<file path="config.mk">
export PLATFORM = sky130hd
export DESIGN_NAME = vg75_ctrl
export DESIGN_NICKNAME = d
export VERILOG_FILES = /design/src/rtl/vg75_ctrl.sv
export SDC_FILE = /design/constraint.sdc
export NUM_CORES = 1
export LEC_CHECK = 0
export BUFFER_PORTS_ARGS = -buffer_cell sky130_fd_sc_hd__buf_2
export CORE_UTILIZATION = 59
export CTS_CLUSTER_DIAMETER = 80
export DETAILED_ROUTE_END_ITERATION = 16
export GPL_ROUTABILITY_DRIVEN = 0
export PLACE_DENSITY = 0.92
export SLEW_MARGIN = 20
export SYNTH_ARGS = -nofsm -noshare
export SYNTH_HDL_FRONTEND = slang
export SYNTH_SLANG_ARGS = --single-unit
</file>
<file path="constraint.sdc">
create_clock -name clock -period 5.5 [get_ports clock]
set_input_delay 1.1 -clock clock [delete_from_list [all_inputs] [get_ports clock]]
set_output_delay 1.1 -clock clock [all_outputs]
set_load 0.005 [all_outputs]
</file>
<file path="src/rtl/vg75_ctrl.sv">
// vg75_ctrl: CPU-side command/parameter controller for the VG75 (i8275-compatible)
// text display engine.
//
// It decodes command and parameter writes from the Radio-86 bus, holds the display
// configuration (geometry, cursor position/format, display enable), returns
// status/parameter reads and raises the end-of-frame interrupt.
//
// Ports:
//   clock, reset      system clock, asynchronous active-high reset
//   cs, we, rd, a0    bus select, write/read strobes, port select (1 = cmd/status)
//   din / dout        write data / registered read data (1-clock latency)
//   frame_end         end-of-frame pulse from the video generator
//   cfg_*             configuration outputs to the video generator
//   cursor_x/y        cursor position
//   display_en        video output enable
//   preset            one-clock pulse requesting a video counter reset
//   irq               interrupt request (IE & IR)
module vg75_ctrl #(
    parameter int unsigned RST_COLS  = 79,
    parameter int unsigned RST_ROWS  = 29,
    parameter int unsigned RST_LINES = 9,
    parameter int unsigned RST_ULINE = 7
) (
    input  logic       clock,
    input  logic       reset,
    input  logic       cs,
    input  logic       we,
    input  logic       rd,
    input  logic       a0,
    input  logic [7:0] din,
    output logic [7:0] dout,
    input  logic       frame_end,
    output logic [6:0] cfg_cols,
    output logic [5:0] cfg_rows,
    output logic [1:0] cfg_vrtc,
    output logic [3:0] cfg_lines,
    output logic [3:0] cfg_uline,
    output logic [1:0] cfg_curfmt,
    output logic [3:0] cfg_hrtc,
    output logic [6:0] cursor_x,
    output logic [5:0] cursor_y,
    output logic       display_en,
    output logic       preset,
    output logic       irq
);

    typedef enum logic [3:0] {
        StIdle,
        StRstP1,
        StRstP2,
        StRstP3,
        StRstP4,
        StCurP1,
        StCurP2,
        StLpR1,
        StLpR2
    } state_e;

    state_e     state_q;
    logic       ie_q;
    logic       ir_q;
    logic       ic_q;
    logic [6:0] sh_cols_q;
    logic [7:0] sh_p2_q;
    logic [7:0] sh_p3_q;
    logic [6:0] sh_curx_q;

    // Decoded strobes; a write wins over a simultaneous read.
    logic wr_cmd;
    logic wr_par;
    logic rd_sts;
    logic rd_par;
    logic frame_irq;

    assign wr_cmd    = cs & we & a0;
    assign wr_par    = cs & we & ~a0;
    assign rd_sts    = cs & rd & ~we & a0;
    assign rd_par    = cs & rd & ~we & ~a0;
    assign frame_irq = frame_end & display_en;

    assign irq = ie_q & ir_q;

    always_ff @(posedge clock or posedge reset) begin
        if (reset) begin
            state_q    <= StIdle;
            ie_q       <= 1'b0;
            ir_q       <= 1'b0;
            ic_q       <= 1'b0;
            sh_cols_q  <= '0;
            sh_p2_q    <= '0;
            sh_p3_q    <= '0;
            sh_curx_q  <= '0;
            dout       <= '0;
            cfg_cols   <= 7'(RST_COLS);
            cfg_rows   <= 6'(RST_ROWS);
            cfg_vrtc   <= '0;
            cfg_lines  <= 4'(RST_LINES);
            cfg_uline  <= 4'(RST_ULINE);
            cfg_curfmt <= '0;
            cfg_hrtc   <= '0;
            cursor_x   <= '0;
            cursor_y   <= '0;
            display_en <= 1'b0;
            preset     <= 1'b0;
        end else begin
            preset <= 1'b0;

            if (frame_irq) begin
                ir_q <= 1'b1;
            end

            if (wr_cmd) begin
                // Any command abandons a partially written parameter sequence.
                state_q <= StIdle;
                unique case (din[7:5])
                    3'b000: begin
                        display_en <= 1'b0;
                        ie_q       <= 1'b0;
                        state_q    <= StRstP1;
                    end
                    3'b001: begin
                        display_en <= 1'b1;
                        ie_q       <= 1'b1;
                    end
                    3'b010: display_en <= 1'b0;
                    3'b011: state_q <= StLpR1;
                    3'b100: state_q <= StCurP1;
                    3'b101: ie_q <= 1'b1;
                    3'b110: ie_q <= 1'b0;
                    3'b111: preset <= 1'b1;
                endcase
            end else if (wr_par) begin
                case (state_q)
                    StRstP1: begin
                        sh_cols_q <= din[6:0];
                        state_q   <= StRstP2;
                    end
                    StRstP2: begin
                        sh_p2_q <= din;
                        state_q <= StRstP3;
                    end
                    StRstP3: begin
                        sh_p3_q <= din;
                        state_q <= StRstP4;
                    end
                    StRstP4: begin
                        // Whole geometry commits at once from the shadows.
                        cfg_cols   <= sh_cols_q;
                        cfg_vrtc   <= sh_p2_q[7:6];
                        cfg_rows   <= sh_p2_q[5:0];
                        cfg_uline  <= sh_p3_q[7:4];
                        cfg_lines  <= sh_p3_q[3:0];
                        cfg_curfmt <= din[5:4];
                        cfg_hrtc   <= din[3:0];
                        state_q    <= StIdle;
                    end
                    StCurP1: begin
                        sh_curx_q <= din[6:0];
                        state_q   <= StCurP2;
                    end
                    StCurP2: begin
                        cursor_x <= sh_curx_q;
                        cursor_y <= din[5:0];
                        state_q  <= StIdle;
                    end
                    default: ic_q <= 1'b1;
                endcase
            end else if (rd_sts) begin
                dout <= {1'b0, ie_q, ir_q, 1'b0, ic_q, display_en, 2'b00};
                ic_q <= 1'b0;
                // A frame end landing on the read keeps the new interrupt pending.
                if (!frame_irq) begin
                    ir_q <= 1'b0;
                end
            end else if (rd_par) begin
                dout <= 8'h00;
                case (state_q)
                    StLpR1:  state_q <= StLpR2;
                    StLpR2:  state_q <= StIdle;
                    default: ic_q <= 1'b1;
                endcase
            end
        end
    end

endmodule

</file>
### After elaboration in Yosys (flattened, before gate mapping)

Index checks and enable logic that the tools add are counted.

| operators by class | value |
|---|---|
| shift-type cells | 0 |
| $add $sub $neg | 0 |
| muxes and demuxes | 23 |
| magnitude comparators | 0 |
| multipliers | 0 |
| equality and inequality tests | 19 |
| reductions and logical operators | 24 |
| bitwise gates (word level) | 13 |
| div/mod/pow operators | 0 |

Operator list:

| kind | count |
|---|---|
| AND reduction 3 bit | 7 |
| case mux 4 bit (5 select lines) | 1 |
| equality test 4 x 3 -> 1 bit (second input constant) | 4 |
| 2-to-1 mux 4 bit | 4 |
| 2-to-1 mux 8 bit | 2 |
| equality test 3 bit (second input constant) | 4 |
| 2-to-1 mux 1 bit | 12 |
| OR reduction 2 bit | 5 |
| bitwise AND 1 bit | 9 |
| case mux 3 bit (3 select lines) | 1 |
| equality test 4 x 2 -> 1 bit (second input constant) | 2 |
| case mux 4 bit (2 select lines) | 1 |
| AND reduction 4 bit | 2 |
| != test 7 x 3 -> 1 bit (second input constant) | 1 |
| equality test 3 x 2 -> 1 bit (second input constant) | 2 |
| nonzero test 2 bit | 3 |
| nonzero test 3 bit | 2 |
| OR reduction 6 bit | 1 |
| equality test 4 x 1 -> 1 bit (second input constant) | 1 |
| equality test 4 bit (second input constant) | 1 |
| inverter 1 bit | 4 |
| case mux 1 bit (2 select lines) | 2 |
| AND reduction 2 bit | 2 |
| nonzero test 4 bit | 1 |
| other kinds (5) | 5 |

| word-level totals | value |
|---|---|
| output and inout port bits | 53 |
| register bits after elaboration | 89 |
| memories | 0 |
| input port bits | 15 |
| logic and storage cells | 99 |
| bits in latches | 0 |
| memory bits (read-only) | 0 |
| memory bits (writable) | 0 |

### Logic depth before layout (Yosys ltp)

Gate-level depths: netlist (run 1).

| logic depth | value |
|---|---|
| depth after elaboration | 7 |
| depth in mapped cells | 6 |
| depth with buffers taken out | 4 |

### Least setup slack after synthesis (run 1)

Ideal clock, no wire load.

| timing path | value |
|---|---|
| path type | input port to flip-flop |
| from | input port a0 |
| to | register sh_cols_q[0] |
| required time | 5.375 ns |
| cell stages on the path | 4 |
| arrival time | 2.310 ns |
| path buffers | 0 |
| path slack | 3.065 ns |
| library setup time | 0.125 ns |
| cell sequence | or2_1 -> or3_4 -> nor3_4 -> mux2_2 |

| on the way | value |
|---|---|
| cells in the longest elaborated chain, start to end | 3 |
| elaborated cells on any way between the ends | 5 |
| those cells by class | bitwise (4); reduce/logical (1) |

Ends and longest elaborated chain:

| element | RTL line | text |
|---|---|---|
| start, declared | 29 | `input logic a0,` |
| bitwise AND 1 bit or inverter 1 bit (tied branches) | 75, 76 |  |
| inverter 1 bit (no line) or bitwise AND 1 bit (tied branches) | n/a |  |
| AND reduction 3 bit (no line) (*) | n/a |  |
| end signal, assigned | 135 | `sh_cols_q <= din[6:0];` |
| end, declared | 63 | `logic [6:0] sh_cols_q;` |

Mark *: on every way between the ends. The rest lies on a longest branch, timed or not.
A chain may end at the register's enable or synchronous reset.

### Worst setup path in the final report (run 1)

| timing path | value |
|---|---|
| from | input port a0 |
| to | register cursor_x[4] |

| on the way | value |
|---|---|
| cells in the longest elaborated chain, start to end | 3 |
| elaborated cells on any way between the ends | 5 |
| those cells by class | bitwise (4); reduce/logical (1) |

Ends and longest elaborated chain:

| element | RTL line | text |
|---|---|---|
| bitwise AND 1 bit or inverter 1 bit (tied branches) | 75, 76 |  |
| inverter 1 bit (no line) or bitwise AND 1 bit (tied branches) | n/a |  |
| AND reduction 3 bit (no line) (*) | n/a |  |
| end signal, assigned | 162 | `cursor_x <= sh_curx_q;` |
| end, declared | 40 | `output logic [6:0] cursor_x,` |

Marked as above.

==> flow_summary.yaml, run 1 <==
placed_design:
  dp_hpwl_mm: 4.35
  port_buffers: 63
  post_dp_cell_area_sq_um: 3850
power:
  power.density_nw_per_um2: 370
  ir_drop_mv: 0.291
  p_leak_nw: 2.11
clocking:
  clockBufferDepth: 2
  htree_num_levels: 3
  cts_tree: "yes"
  post_cts_buffers: 0
  root_buffer: "clkbuf_8"
  insertion_delay_ps: 350
  post_cts_resized: 0
  cts_buffers: 9
  cts-hold-fix-buffers: 0
  cts.reportedPaths.clkPinSlew_ps: 80
  cts.sinks: 85
synthesis:
  syn_avg_cell_area_sq_um: 14.4
  yosysWarnings: 0
  synth.distinct_cells: 40
  synth_seq_cells: 85
  ys_seq_area_frac: 0.611
  synthCells: 243
  synth_area_sq_um: 3510
run:
  maxCapViolations: 0
run_status:
  outcome: "finished, final reports clean"
cells_and_area:
  final_layout_size_suffix_gt1_frac: 0.563
  syn_to_final_growth_pct: 16.1
  nNetsFinal: 321
  fin_area_sq_um: 4080
  layout_commonest_cell: "mux2_2"
  most-common-layout-cells: "mux2_2, dfrtp_1, buf_2"
  diodes: 0
sta:
  relSlewSlack: 0.531
  max_freq_mhz: 408
  clock_skew_ps: 10.6
  setup_tns_ps: 0
  worst_pin_slew_ps: 702
  rsz0062_at_grt: "false"
  setup_violations: 0
  report.final.hold_viol_count: 0
  period_needed_ps: 2450
  slew_violations: 0
  min_period_over_period: 0.446
hold_path:
  hp-start: "dout[3]"
  min-delay-path-class: "reg2reg"
global_route:
  track_usage: 0.232
  grt_pass1_wl_mm: 10.7
  grt_max_degree: 56
  grt_busiest_layer: "met2"
  grt_pass1_vias: 2153
  overflow: 0
  grt.met2_usage: 0.372
  antenna_found_initial: 0
  grt_util_met1: 0.298
  use_met3: 0.0678
die:
  die_w_microns: 79.1
  die_y_microns: 79.1
  coreArea_sq_um: 5610
  start_util: 0.626
  core.rowCount: 27
  ios: 68
  dieArea_sq_um: 6260
route:
  vias_per_cell: 5.71
  wl_per_cell_microns: 17.0
  drt-initial-drc-count: 116
  drc: 0
  wl_mm: 6.51
  firstDrtPassIters: 4
  via_count: 2188
  ant_nets: 0
critical_path:
  cp.arrival_ps: 2690
  critical_path_class: "in2reg"
  critPathMaxFanout: 13
  r2r-start: "state_q[3]"
  worst_ep_required_time_ps: 5730
  endpoint_kind: "flip-flop"
  crit_start: "a0"
  crit_path_start_kind: "input port"
## stage by stage
stage          utilization  hold slack, ps  instances  setup slack, ps  power, W
6_report             0.727             474        383             3050   0.00151
4_1_cts              0.727             478        383             3050   0.00152
3_3_place_gp         0.687             444        367             2710   0.00101
2_1_floorplan            -             447        246             2230  0.000950
3_5_place_dp         0.687             459        367             2680   0.00103
5_1_grt              0.727             502        383             2920   0.00158
## cell families after synthesis
| kind of cell | count (synthesis) | share of synthesized area |
|---|---|---|
| AOI/OAI and AO/OA | 19 | 0.0403 |
| and+or+nand+nor | 44 | 0.0763 |
| buffers and inverters | 18 | 0.0282 |
| muxes | 76 | 0.243 |
| other | 1 | 0.00107 |
| DFF | 85 | 0.611 |
## final cells by class
class	count	area, sq um
multi-input cells	143	1280
clock inverters	5	83.8
well taps	72	90.1
fillers	417	1530
clock buffers	11	141
repair buffers	65	330
flip-flops and latches	85	2140
inverters	2	8.76
## cells in the mapped netlist (all sizes together)
| library cell | instances | area (sq um) |
|---|---|---|
| o32a | 1 | 10.0 |
| a32oi | 1 | 8.76 |
| clkbuf | 5 | 20.0 |
| o21ai | 2 | 10.0 |
| buf | 11 | 71.3 |
| a22oi | 1 | 7.51 |
| a221oi | 1 | 8.76 |
| o221ai | 2 | 17.5 |
| nor2b | 2 | 12.5 |
| a2111oi | 1 | 8.76 |
| and3b | 1 | 8.76 |
| or3 | 1 | 11.3 |
| nor3 | 2 | 21.3 |
| o211ai | 2 | 15.0 |
| inv | 2 | 7.51 |
| a21oi | 3 | 15.0 |
| mux2 | 75 | 845 |
| nor3b | 1 | 12.5 |
| and3 | 1 | 6.26 |
| or2 | 1 | 6.26 |
| mux2i | 1 | 10.0 |
| and2 | 2 | 12.5 |
| dfrtp | 71 | 1780 |
| nor2 | 5 | 18.8 |
| o311ai | 1 | 8.76 |
| nand3b | 3 | 35.0 |
| nand4 | 2 | 12.5 |
| or4 | 1 | 11.3 |
| o31ai | 3 | 22.5 |
| nand2 | 14 | 52.6 |
| conb | 1 | 3.75 |
| nand3 | 7 | 35.0 |
| nand4bb | 1 | 11.3 |
| dfstp | 14 | 368 |
| a22o | 1 | 8.76 |
## path summary, 6_finish.rpt
kind | endpoint | slack, ps | cells past startpoint
max in group asynchronous | cursor_y[1] | 3700 | 3
min in group asynchronous | dout[3] | 760 | 2
worst min register to register | dout[3] | 470 | 2
worst max register to register | cursor_x[4] | 3500 | 4
worst min-delay path | dout[3] | 470 | 2
worst max-delay path | cursor_x[4] | 3050 | 5
## metal layers
layer	routed length, microns	up-vias
met1	2890	1113
li1	-	1004
met2	3270	60
met4	80	0
met3	264	11
met5	0	-
## state kept, by name, summed over array words and instances (netlist names)
register / cells
cfg_cols: 7
cfg_curfmt: 2
cfg_hrtc: 4
cfg_lines: 4
cfg_rows: 6
cfg_uline: 4
cfg_vrtc: 2
cursor_x: 7
cursor_y: 6
display_en: 1
dout: 4
ic_q: 1
ie_q: 1
ir_q: 1
preset: 1
sh_cols_q: 7
sh_curx_q: 7
sh_p2_q: 8
sh_p3_q: 8
state_q: 4
## report_power, final
group | switching [W] | internal (W) | leakage (nW)
sequential | 0.0000691 | 0.000744 | 1.09
combinational | 0.0000863 | 0.000119 | 0.915
clock | 0.000222 | 0.000270 | 0.106
total | 0.000377 | 0.00113 | 2.11
## critical path, stage by stage
cell and delay [ps]:
buf_2 160, nor2_1 210, and3_1 200, nand3_1 510, mux2_2 490
Note: power is estimated with default switching activity, not from simulation.
==> run 2: changes to the inputs <==
--- a/config.mk
+++ b/config.mk
@@ -5,12 +5,13 @@
 export SDC_FILE = /design/constraint.sdc
 export NUM_CORES = 1
 export LEC_CHECK = 0
+export ABC_AREA = 1
 export BUFFER_PORTS_ARGS = -buffer_cell sky130_fd_sc_hd__buf_2
-export CORE_UTILIZATION = 59
+export CORE_UTILIZATION = 55
 export CTS_CLUSTER_DIAMETER = 80
 export DETAILED_ROUTE_END_ITERATION = 16
 export GPL_ROUTABILITY_DRIVEN = 0
-export PLACE_DENSITY = 0.92
+export PLACE_DENSITY = 0.87
 export SLEW_MARGIN = 20
 export SYNTH_ARGS = -nofsm -noshare
 export SYNTH_HDL_FRONTEND = slang
==> constraint.sdc (replaced) <==
create_clock -name clock -period 2.33 [get_ports clock]
set_input_delay 0.466 -clock clock [delete_from_list [all_inputs] [get_ports clock]]
set_output_delay 0.466 -clock clock [all_outputs]
set_load 0.005 [all_outputs]
==> run 2 against run 1 <==
  * Register-to-register slack got worse by 2900 ps
  * Critical endpoint is now cfg_hrtc[3]
  * Clock-buffer cell count increased by 1
  * Synthesized cell count increased by 53%
  * Clock skew shrank 1.4 ps
  * Sequential power increased by 130%
  * Clock power grew 87%
==> flow_summary.yaml, run 2 <==
clocking:
  htree_num_levels: 3
  root_buffer: "clkbuf_8"
  post_cts_resized: 0
  clockBufferDepth: 2
  cts-hold-fix-buffers: 0
  cts_buffers: 9
  cts.sinks: 85
  cts_tree: "yes"
  insertion_delay_ps: 350
  cts.reportedPaths.clkPinSlew_ps: 80
  post_cts_buffers: 0
power:
  p_leak_nw: 2.08
  power.density_nw_per_um2: 819
  ir_drop_mv: 0.515
critical_path:
  reg2reg_to: "cfg_hrtc[3]"
  worstPathCellList: "nor2_1 -> nand3_4 -> buf_12 -> nand2_2 -> o21ai_1"
  slowest_stage: "dfrtp_1"
  crit_path_max_incr_delay_ps: 480
  critical_path_class: "reg2reg"
  critPathBufInv: 1
  critical_path.top_delay_family: "simple AND/OR/NAND/NOR gates"
  worst_ep_required_time_ps: 2560
  r2r-start: "state_q[0]"
  cp-endpoint: "cfg_hrtc[3]"
  crit_cells: 5
  endpoint_kind: "flip-flop"
  crit_path_start_kind: "flip-flop"
  reg2reg_depth: 5
  cp.arrival_ps: 2010
  critPathMaxFanout: 32
  crit_start: "state_q[0]"
  rrSetupSlack_ps: 550
cells_and_area:
  finalNonFillerCells: 518
  reg_top3: "sh_p2_q x8, sh_p3_q x8"
  diodes: 0
  seq_area_sq_um: 2140
  nFillCells: 504
  nNetsFinal: 451
  fin_util: 0.657
  layout_commonest_cell: "nand2_1"
  final_layout_size_suffix_gt1_frac: 0.340
  multiInputGateArea_sq_um: 1200
  syn_to_final_growth_pct: 14.2
  most-common-layout-cells: "nand2_1, dfrtp_1, buf_2"
synthesis:
  yosysWarnings: 0
  syn_avg_cell_area_sq_um: 9.88
  synthDominantCellAreaShare: 0.484
  yosys.area.top_type: "dfrtp_1"
  synth_edf_count: 0
  synthCells: 372
  synth_area_sq_um: 3670
  ys_seq_area_frac: 0.584
  synth_top_flop_cell: "dfrtp_1"
  synthTopCellsByArea: "dfrtp_1, dfstp_2, nand2_1"
  synth_common_cells: "nand2_1, dfrtp_1, inv_1"
  async_flop_share: 1.00
  synth.distinct_cells: 27
  synth_seq_cells: 85
  synth_most_common_cell: "nand2_1"
sta:
  clock_skew_ps: 9.15
  rsz0062_at_grt: "false"
  setup_violations: 0
  report.final.hold_viol_count: 0
  worst_pin_slew_ps: 617
  max_freq_mhz: 563
  min_period_over_period: 0.762
  relSlewSlack: 0.588
  slew_violations: 0
  period_needed_ps: 1780
  setup_tns_ps: 0
route:
  via_count: 2667
  firstDrtPassIters: 4
  wl_met1_mm: 3.12
  wl_per_cell_microns: 13.9
  ant_nets: 0
  wl_mm: 7.22
  top_layer: "met4"
  drc: 0
  wl_met2_mm: 3.68
  vias_per_cell: 5.15
  drt-initial-drc-count: 169
  wl_met3_microns: 275
die:
  start_util: 0.575
  die_w_microns: 83.7
  die_y_microns: 83.7
  ios: 68
  coreArea_sq_um: 6390
  core.rowCount: 29
  dieArea_sq_um: 7010
placed_design:
  port_buffers: 63
  dp_hpwl_mm: 5.12
  dp.cells: 502
global_route:
  antenna_found_initial: 0
  grt_max_degree: 33
  grt_pass1_vias: 2559
  grt_pass1_wl_mm: 12.2
  track_usage: 0.224
  overflow: 0
hold_path:
  min-delay-path-class: "in2async"
run_status:
  outcome: "finished, final reports clean"
run:
  maxCapViolations: 0
## run 2: worst min-delay path by stage
stage	from	end
after floorplan	sh_p2_q[0]	sh_p2_q[0]
after global placement	cfg_cols[2]	cfg_cols[2]
after detailed placement	cfg_uline[0]	cfg_uline[0]
after CTS	reset	sh_p3_q[0]
after global routing	reset	ir_q
final	reset	ie_q
## run 2: metrics by stage
stage          worst slack [ps]  cell area [sq um]  total power [W]  hold slack, ps
3_5_place_dp                397               4030          0.00254             465
3_3_place_gp                445               4030          0.00249             458
5_1_grt                     455               4200          0.00362             213
2_1_floorplan               896               3690          0.00230             453
4_1_cts                     550               4200          0.00346             192
6_report                    554               4200          0.00344             181
## run 2: power breakdown
part           leakage, nW  internal [W]  switching [W]  total, W
clock network       0.0905      0.000416       0.000505  0.000921
logic                0.891      0.000255       0.000370  0.000625
registers             1.10       0.00173       0.000162   0.00189
## run 2: final cells by class
type	instances	share of cell area
clock buffers	12	0.0346
clock inverters	4	0.00567
inverters	55	0.0501
multi-input cells	219	0.286
flip-flops and latches	85	0.511
well taps	77	0.0230
repair buffers	66	0.0895
## run 2: cell families after synthesis
logic type / Yosys count / share of synthesized area
compound gates: 87 / 0.146
buf+inv: 71 / 0.0926
flops: 85 / 0.584
other cells: 1 / 0.00102
simple gates: 128 / 0.177
## run 2: routing by layer
metal	vias up	global-route usage
li1	1297	-
met1	1296	0.284
met2	63	0.376
met3	11	0.0534
met4	0	0.0786
met5	-	0
